===== config.mk =====
export PLATFORM = sky130hd
export DESIGN_NAME = tx_frame_sched
export DESIGN_NICKNAME = d
export VERILOG_FILES = /design/src/rtl/tx_frame_sched_pkg.sv /design/src/rtl/stm_rc_cnt.sv /design/src/rtl/tx_frame_sched.sv
export SDC_FILE = /design/constraint.sdc
export NUM_CORES = 1
export LEC_CHECK = 0
export ABC_CLOCK_PERIOD_IN_PS = 3850
export BUFFER_PORTS_ARGS = -buffer_cell sky130_fd_sc_hd__buf_2
export CELL_PAD_IN_SITES_DETAIL_PLACEMENT = 1
export CELL_PAD_IN_SITES_GLOBAL_PLACEMENT = 2
export CORE_MARGIN = 2
export CORE_UTILIZATION = 33
export CTS_BUF_LIST = sky130_fd_sc_hd__clkbuf_16
export DETAILED_ROUTE_END_ITERATION = 10
export GPL_TIMING_DRIVEN = 0
export MAX_ROUTING_LAYER = met4
export PLACE_DENSITY_LB_ADDON = 0.1
export SYNTH_ARGS = -nofsm -noshare
export SYNTH_HDL_FRONTEND = slang
export SYNTH_SLANG_ARGS = --single-unit

===== constraint.sdc =====
create_clock -name clk19 -period 3.85 [get_ports clk19]
set_clock_uncertainty 0.05 [all_clocks]
set_input_delay 0 -clock clk19 [delete_from_list [all_inputs] [get_ports clk19]]
set_output_delay 0 -clock clk19 [all_outputs]
set_load 0.005 [all_outputs]

===== src/rtl/tx_frame_sched_pkg.sv =====
// Shared definitions for the STM-1 transmit frame scheduler: geometry,
// byte-source select encoding and scheduler state encoding.
package tx_frame_sched_pkg;

  localparam int STM_NCOL   = 270;
  localparam int STM_NROW   = 9;
  localparam int STM_NSOH   = 9;
  localparam int STM_PTRROW = 3;

  localparam int ROW_W  = 4;
  localparam int COL_W  = 9;
  localparam int FCNT_W = 8;

  localparam logic [1:0] SEL_IDLE = 2'd0;
  localparam logic [1:0] SEL_SOH  = 2'd1;
  localparam logic [1:0] SEL_PTR  = 2'd2;
  localparam logic [1:0] SEL_PAY  = 2'd3;

  typedef enum logic [1:0] {
    ST_IDLE  = 2'b00,
    ST_PRE   = 2'b01,
    ST_RUN   = 2'b10,
    ST_DRAIN = 2'b11
  } sched_state_e;

endpackage


===== src/rtl/stm_rc_cnt.sv =====
// Row/column byte-slot counter for one STM-1 frame. Exposes both the current
// position and the position it will take on the next clock edge.
module stm_rc_cnt
  import tx_frame_sched_pkg::*;
#(
  parameter int NCOL = STM_NCOL,
  parameter int NROW = STM_NROW
) (
  input  logic             clk,
  input  logic             rst_n,
  input  logic             i_en,
  input  logic             i_clr,
  output logic [ROW_W-1:0] o_row,
  output logic [COL_W-1:0] o_col,
  output logic [ROW_W-1:0] o_row_nxt,
  output logic [COL_W-1:0] o_col_nxt,
  output logic             o_last,
  output logic             o_last_nxt
);

  localparam logic [COL_W-1:0] COL_LAST = COL_W'(NCOL - 1);
  localparam logic [ROW_W-1:0] ROW_LAST = ROW_W'(NROW - 1);

  logic [ROW_W-1:0] r_row;
  logic [COL_W-1:0] r_col;
  logic [ROW_W-1:0] w_row_nxt;
  logic [COL_W-1:0] w_col_nxt;

  // Clear wins over enable; exact compares keep the counters inside the frame.
  always_comb begin
    w_row_nxt = r_row;
    w_col_nxt = r_col;
    if (i_clr) begin
      w_row_nxt = '0;
      w_col_nxt = '0;
    end else if (i_en) begin
      if (r_col == COL_LAST) begin
        w_col_nxt = '0;
        w_row_nxt = (r_row == ROW_LAST) ? '0 : r_row + 1'b1;
      end else begin
        w_col_nxt = r_col + 1'b1;
      end
    end
  end

  always_ff @(posedge clk or negedge rst_n) begin
    if (!rst_n) begin
      r_row <= '0;
      r_col <= '0;
    end else begin
      r_row <= w_row_nxt;
      r_col <= w_col_nxt;
    end
  end

  assign o_row      = r_row;
  assign o_col      = r_col;
  assign o_row_nxt  = w_row_nxt;
  assign o_col_nxt  = w_col_nxt;
  assign o_last     = (r_row == ROW_LAST) && (r_col == COL_LAST);
  assign o_last_nxt = (w_row_nxt == ROW_LAST) && (w_col_nxt == COL_LAST);

endmodule


===== src/rtl/tx_frame_sched.sv =====
// STM-1 transmit frame scheduler: sequences byte slots, selects the byte source
// and produces the framer / BIP strobes. Every output is a register.
module tx_frame_sched
  import tx_frame_sched_pkg::*;
#(
  parameter int NCOL   = STM_NCOL,
  parameter int NROW   = STM_NROW,
  parameter int NSOH   = STM_NSOH,
  parameter int PTRROW = STM_PTRROW
) (
  input  logic              clk19,
  input  logic              rst_n,
  input  logic              start,
  input  logic              stop,
  output logic              txsof,
  output logic              en,
  output logic [1:0]        sel,
  output logic [ROW_W-1:0]  row,
  output logic [COL_W-1:0]  col,
  output logic              bipcap,
  output logic              bipclr,
  output logic              busy,
  output logic [FCNT_W-1:0] fcnt
);

  localparam logic [COL_W-1:0] SOH_COLS = COL_W'(NSOH);
  localparam logic [ROW_W-1:0] PTR_ROW  = ROW_W'(PTRROW);

  sched_state_e      r_state;
  sched_state_e      w_state_nxt;
  logic              w_run_cur;
  logic              w_run_nxt;
  logic              w_last;
  logic              w_last_nxt;
  logic [ROW_W-1:0]  w_row;
  logic [COL_W-1:0]  w_col;
  logic [ROW_W-1:0]  w_row_nxt;
  logic [COL_W-1:0]  w_col_nxt;
  logic [1:0]        w_sel_nxt;

  logic              r_txsof;
  logic              r_en;
  logic [1:0]        r_sel;
  logic              r_bipcap;
  logic              r_bipclr;
  logic              r_busy;
  logic [FCNT_W-1:0] r_fcnt;

  assign w_run_cur = (r_state == ST_RUN) || (r_state == ST_DRAIN);
  assign w_run_nxt = (w_state_nxt == ST_RUN) || (w_state_nxt == ST_DRAIN);

  stm_rc_cnt #(
    .NCOL(NCOL),
    .NROW(NROW)
  ) u_rc_cnt (
    .clk       (clk19),
    .rst_n     (rst_n),
    .i_en      (w_run_cur),
    .i_clr     (!w_run_nxt),
    .o_row     (w_row),
    .o_col     (w_col),
    .o_row_nxt (w_row_nxt),
    .o_col_nxt (w_col_nxt),
    .o_last    (w_last),
    .o_last_nxt(w_last_nxt)
  );

  always_ff @(posedge clk19 or negedge rst_n) begin
    if (!rst_n) begin
      r_state <= ST_IDLE;
    end else begin
      r_state <= w_state_nxt;
    end
  end

  // The state computed here belongs to the slot opened by the coming edge, so
  // a stop seen on the edge into the frame-last slot already suppresses txsof.
  always_comb begin
    w_state_nxt = r_state;
    unique case (r_state)
      ST_IDLE:  if (start) w_state_nxt = ST_PRE;
      ST_PRE:   w_state_nxt = ST_RUN;
      ST_RUN:   if (stop) w_state_nxt = ST_DRAIN;
      ST_DRAIN: if (w_last) w_state_nxt = ST_IDLE;
      default:  w_state_nxt = ST_IDLE;
    endcase
  end

  always_comb begin
    w_sel_nxt = SEL_IDLE;
    if (w_run_nxt) begin
      if (w_col_nxt < SOH_COLS) begin
        w_sel_nxt = (w_row_nxt == PTR_ROW) ? SEL_PTR : SEL_SOH;
      end else begin
        w_sel_nxt = SEL_PAY;
      end
    end
  end

  // Outputs are decoded from the next state/position and registered.
  always_ff @(posedge clk19 or negedge rst_n) begin
    if (!rst_n) begin
      r_txsof  <= 1'b0;
      r_en     <= 1'b0;
      r_sel    <= SEL_IDLE;
      r_bipcap <= 1'b0;
      r_bipclr <= 1'b0;
      r_busy   <= 1'b0;
      r_fcnt   <= '0;
    end else begin
      r_txsof  <= (w_state_nxt == ST_PRE) || ((w_state_nxt == ST_RUN) && w_last_nxt);
      r_en     <= (w_sel_nxt == SEL_SOH);
      r_sel    <= w_sel_nxt;
      r_bipcap <= w_run_nxt && w_last_nxt;
      r_bipclr <= w_run_nxt && (w_row_nxt == '0) && (w_col_nxt == '0);
      r_busy   <= (w_state_nxt != ST_IDLE);
      if (w_run_nxt && w_last_nxt) begin
        r_fcnt <= r_fcnt + 1'b1;
      end
    end
  end

  assign txsof  = r_txsof;
  assign en     = r_en;
  assign sel    = r_sel;
  assign row    = w_row;
  assign col    = w_col;
  assign bipcap = r_bipcap;
  assign bipclr = r_bipclr;
  assign busy   = r_busy;
  assign fcnt   = r_fcnt;

endmodule


Word level (Yosys, flattened, before mapping)
Cells that the tools add are included.
Widths: inputs -> output; s select.

operators by class
  multiplexer cells = 14
  $add $sub $neg = 3
  eq/ne operators = 12
  reductions and logical operators = 13
  magnitude comparators = 1

operators by type and width
  kind                 number
  $mux 9               3
  $eq 9x9->1 const B   2
  $mux 4               4
  $mux 2               6
  $add 9x1->9 const B  1
  $logic_not 9->1      1
  $lt 9x4->1 const B   1
  $add 8x1->8 const B  1
  $eq 2x2->1 const B   4
  $eq 4x4->1 const B   2
  $pmux 2 s4           1
  $eq 2x1->1 const B   3
  $logic_and 1x1->1    6
  $add 4x1->4 const B  1
  $eq 4x2->1 const B   1
  $logic_not 4->1      1
  $logic_or 1x1->1     3
  $logic_not 2->1      1
  $reduce_bool 2->1    1

storage, ports and cells
  output and inout port bits = 28
  flip-flop bits (word level) = 30
  word-level logic and storage cells = 53
  input bits = 4

Longest topological paths before layout
  word-level depth = 12
  depth in mapped cells = 10

Hierarchy
Synthesis repeated with hierarchy kept, for this count alone.

second synthesis, totals
  cells, all modules = 153
  area total of the unflattened synthesis = 1601.5 um^2

by module, submodules not included
  module          instances  sequential area each (um^2)  cells each  area an instance (um^2)
  stm_rc_cnt      1          325.3                        89          829.5
  tx_frame_sched  1          425.4                        64          772.0

Worst setup path before layout
No wires, ideal clock.

  path kind = register to register
  from = reg u_rc_cnt.r_col[1] (netlist: u_rc_cnt.o_col[1])
  to = reg r_fcnt[1] (netlist: fcnt[1])
  buffers on the path = 1
  data arrival time = 2.151 ns
  required time = 3.675 ns
  path slack = 1.524 ns
  stages on the path, launching flop included = 10
  cells stage by stage = dfrtp_1 inv_1 ha_1 nor4bb_1 buf_4 a211o_1 a32o_1 nor4_4 nand2_4 mux2_4

on the way
  longest elaborated chain between the ends = 10
  elaborated cells between the ends (all ways) = 18

ends and longest elaborated chain
  item                                      RTL line                            RTL
  start, declared                           stm_rc_cnt.sv:25                    logic [COL_W-1:0] r_col;
  start signal, assigned                    stm_rc_cnt.sv:52                    r_col <= w_col_nxt;
  $eq 9x9->1                                stm_rc_cnt.sv:37, stm_rc_cnt.sv:60
  $logic_and 1x1->1                         stm_rc_cnt.sv:60                    assign o_last = (r_row == ROW_LAST) && (r_col == COL_LAST);
  $mux 2                                    tx_frame_sched.sv:84                ST_DRAIN: if (w_last) w_state_nxt = ST_IDLE;
  $pmux 2 s4                                tx_frame_sched.sv:80                unique case (r_state)
  $eq 2x2->1                                tx_frame_sched.sv:50                assign w_run_nxt = (w_state_nxt == ST_RUN) || (w_state_nxt == ST_DRAIN);
  $logic_or 1x1->1                          tx_frame_sched.sv:50
  $mux 9 or $mux 4 (tied branches)          stm_rc_cnt.sv:33                    if (i_clr) begin
  $eq 9x9->1 or $eq 4x4->1 (tied branches)  stm_rc_cnt.sv:61                    assign o_last_nxt = (w_row_nxt == ROW_LAST) && (w_col_nxt == COL_LAST);
  $logic_and 1x1->1                         stm_rc_cnt.sv:61
  $logic_and 1x1->1 (*)                     tx_frame_sched.sv:117               if (w_run_nxt && w_last_nxt) begin
  end signal, assigned                      tx_frame_sched.sv:118               r_fcnt <= r_fcnt + 1'b1;
  end, declared                             tx_frame_sched.sv:47                logic [FCNT_W-1:0] r_fcnt;

Every way passes the cells marked *; elsewhere a longest branch is shown, timed or not.
A chain may end at the register's enable or synchronous reset.

Worst setup path after layout
Same ends and word-level chain as after synthesis.

==> key figures <==
Final layout
  – N_diodes: 0
  – Layout cell share with drive strength beyond 1: 0.250
  – Post-route cell area: 2340 sq um
  – Layout filler cell count: 636
  – Synth-to-Final Area Change: 24.0%
  – Layout net count: 248
  – Commonest non-fill, non-tap cell in the layout: buf_2
  – Most frequent cells in the layout: buf_2 (33), dfrtp_1 (30), nand2_1 (18)

Power
  – Clk pwr share: 0.604
  – Cell-internal power: 688 uW
  – Maximum vdd ir drop: 0.250 mV
  – Net switching power: 145 uW
  – Flop pwr share: 0.382
  – Pleak: 0.00117 uW
  – Combinational share of power: 0.014
  – Switching share of power: 0.174
  – Power density over the cells: 356 nW/um^2

GRT
  – Met1 Usage GRT: 0.234
  – M3 GR Usage: 0.0351
  – Grt total ovfl: 0
  – Tot GR Track Use: 0.183
  – Met2 GRT Util: 0.304
  – Number of global-route vias before repair: 1784
  – Largest net degree at the start of global routing: 31
  – Global route hottest layer: met2
  – First-pass GRT wire length: 8780 um
  – Initial antenna violation count: 0

Die
  – Die X: 79.7 um
  – Core Area: 5510 sq um
  – Die height: 79.7 um
  – Initial Utilization: 0.343
  – I/O pin cnt: 32
  – Die area: 6350 sq um
  – # rows: 27

Clock tree
  – Clk root buf: clkbuf_16
  – CTS tree: done
  – H-tree depth: 2
  – Clock Tree Buf Depth: 2
  – Sink Count: 30
  – TritonCTS buffer count: 5
  – CTS clock-pin slew for the worst setup and hold paths: 0.05 ns
  – Clk_lat worst skew: 0.27 ns

Synthesis
  – Seq/Total Area, Yosys: 0.397
  – Main synth FF type: dfrtp_1
  – Flop and latch count out of synthesis: 30
  – Synth warnings: 0
  – Post-Syn Instances: 199
  – Post-Syn Nets: 208
  – Asr flop ratio synth: 1.00
  – Post-synth EDFFs: 0
  – Library cells used by synthesis: 54
  – Synth Cell Area: 1890 sq um
  – Post-Syn Area per Cell: 9.49 sq um

Worst setup path
  – WP data arrival: 2.74 ns
  – WS Path Type: reg -> reg
  – Max Fanout on Critical Path: 9
  – Crit. End Element: register
  – Data required time of the worst path: 3.96 ns
  – Critical path launch point type: register

Routing
  – # DRC: 0
  – Initial drt markers: 93
  – Via/cell ratio: 5.28
  – WL final: 5120 um
  – DR vias: 1648
  – First-pass iteration count of the detailed router: 4
  – Final ANT Viol Nets: 0
  – WL/cell: 16.4 um

Placed design
  – Port-buffer cells: 31
  – Area after DPL: 2130 sq um
  – Gp weighted congestion: 0.834
  – HPWL reported at the end of detailed placement: 3880 um

Timing
  – Final setup violation count: 0
  – Minimum clock period: 2.63 ns
  – Worst Tran Pin Value: 0.688 ns
  – Setup TNS Final: 0 ns
  – Fmax: 380 MHz
  – Final worst-path cycle share: 0.683
  – Relative slew slack: 0.541
  – Fin. max-slew vios: 0
  – Unrepaired setup endpoints after global routing: false
  – Worst hold slack: 0.0341 ns
  – Fin. Hold Viols: 0

Outcome
  – Status: finished, final reports clean

Hold path
  – Hold WC Path Type: in -> reg

Job
  – Max cap viols: 0
## state kept, by name, indices dropped and copies added (netlist names)
signal and flops:
en 1, u_rc_cnt.o_col 9, r_state 2, u_rc_cnt.o_row 4, txsof 1, bipclr 1
busy 1, sel 2, bipcap 1, fcnt 8
## power by group through the flow
stage	logic, uW	clock network, uW	registers (uW)
floorplan	2.02	0	323
CTS	12.1	519	318
finish	11.5	503	319
global placement	10.5	0	324
global route	13.6	538	318
detailed placement	10.7	0	324
## metal layers
layer,share of wire,up-vias
met3,0.024,7
met2,0.49,22
met1,0.47,831
met5,0,-
li1,-,788
met4,0.012,0
## timing repair
action	in CTS	in global routing
resized for setup	0	0
setup endpoints to repair	0	0
hold buffers	2	0
buffers inserted	0	0
endpoints found under the hold margin	32	0
## worst max-delay path: stages (launching register included)
cell and delay, ns:
dfrtp_1 0.47, inv_1 0.09, ha_1 0.13, nor4bb_1 0.22
buf_4 0.22, nand4_1 0.15, mux2i_1 0.21, nor4_4 0.52
nand2_4 0.12, mux2_4 0.31
## path summary, 6_finish.rpt
check / to / slack (ns) / from / cells after the start
worst min-delay path: r_state[0] / 0.03 / stop / 3
worst min register to register: fcnt[7] / 0.41 / fcnt[7] / 1
max in group asynchronous: u_rc_cnt.o_col[8] / 3.03 / rst_n / 2
min in group asynchronous: u_rc_cnt.o_row[2] / 0.26 / rst_n / 2
worst max-delay path: fcnt[1] / 1.22 / u_rc_cnt.o_col[1] / 9
worst max register to register: fcnt[1] / 1.22 / u_rc_cnt.o_col[1] / 9
## through the flow
stage          power [uW]  utilization  setup slack [ns]  instances
3_5_place_dp          335        0.388              1.24        302
6_report              833        0.426              1.22        312
4_1_cts               849        0.426              1.20        312
2_1_floorplan         325            -              1.52        199
5_1_grt               870        0.426              1.05        312
3_3_place_gp          334        0.388              1.29        302
## cells in the mapped netlist (2+ instances only)
master	number	area, sq um
xnor2_1	9	78.8
xor2_1	4	35.0
mux2i_1	4	40.0
or2_2	2	12.5
inv_1	10	37.5
buf_2	2	10.0
o21ai_0	8	40.0
clkbuf_1	3	11.3
ha_1	5	62.6
a22o_1	4	35.0
dfrtp_1	30	751
a32o_1	2	20.0
nand3b_1	2	15.0
mux2_2	2	22.5
nand3_1	10	50.1
o31ai_1	2	15.0
nand2_1	18	67.6
a32oi_1	2	17.5
buf_4	5	37.5
a31oi_1	2	12.5
a21oi_1	3	15.0
a21boi_0	2	15.0
nand4_1	9	56.3
nor2b_1	3	18.8
and3_1	10	62.6
and2_1	4	25.0
nor2_1	15	56.3
## layout make-up
class                      count  area (sq um)  area share
buffer                        11          70.1      0.0299
clock buffer                   5           125      0.0534
clock inverter                 3          63.8      0.0272
inverter                      10          37.5      0.0160
multi-input combinational    148          1030       0.440
sequential                    30           751       0.320
tap                           72          90.1      0.0384
timing repair buffer          33           175      0.0747
## logic make-up (layout without fill, tap and decap cells)
family | after synthesis | after routing | share of synthesized area
AND/OR/NAND/NOR | 85 | 85 | 0.256
flip-flops | 30 | 30 | 0.397
buffers and inverters | 21 | 62 | 0.0570
multiplexers | 7 | 7 | 0.0411
adder cells (fa/ha/maj) | 5 | 5 | 0.0331
XOR/XNOR | 13 | 13 | 0.0603
AO/OA/AOI/OAI | 38 | 38 | 0.156
Power figures use the tool's default switching activity.
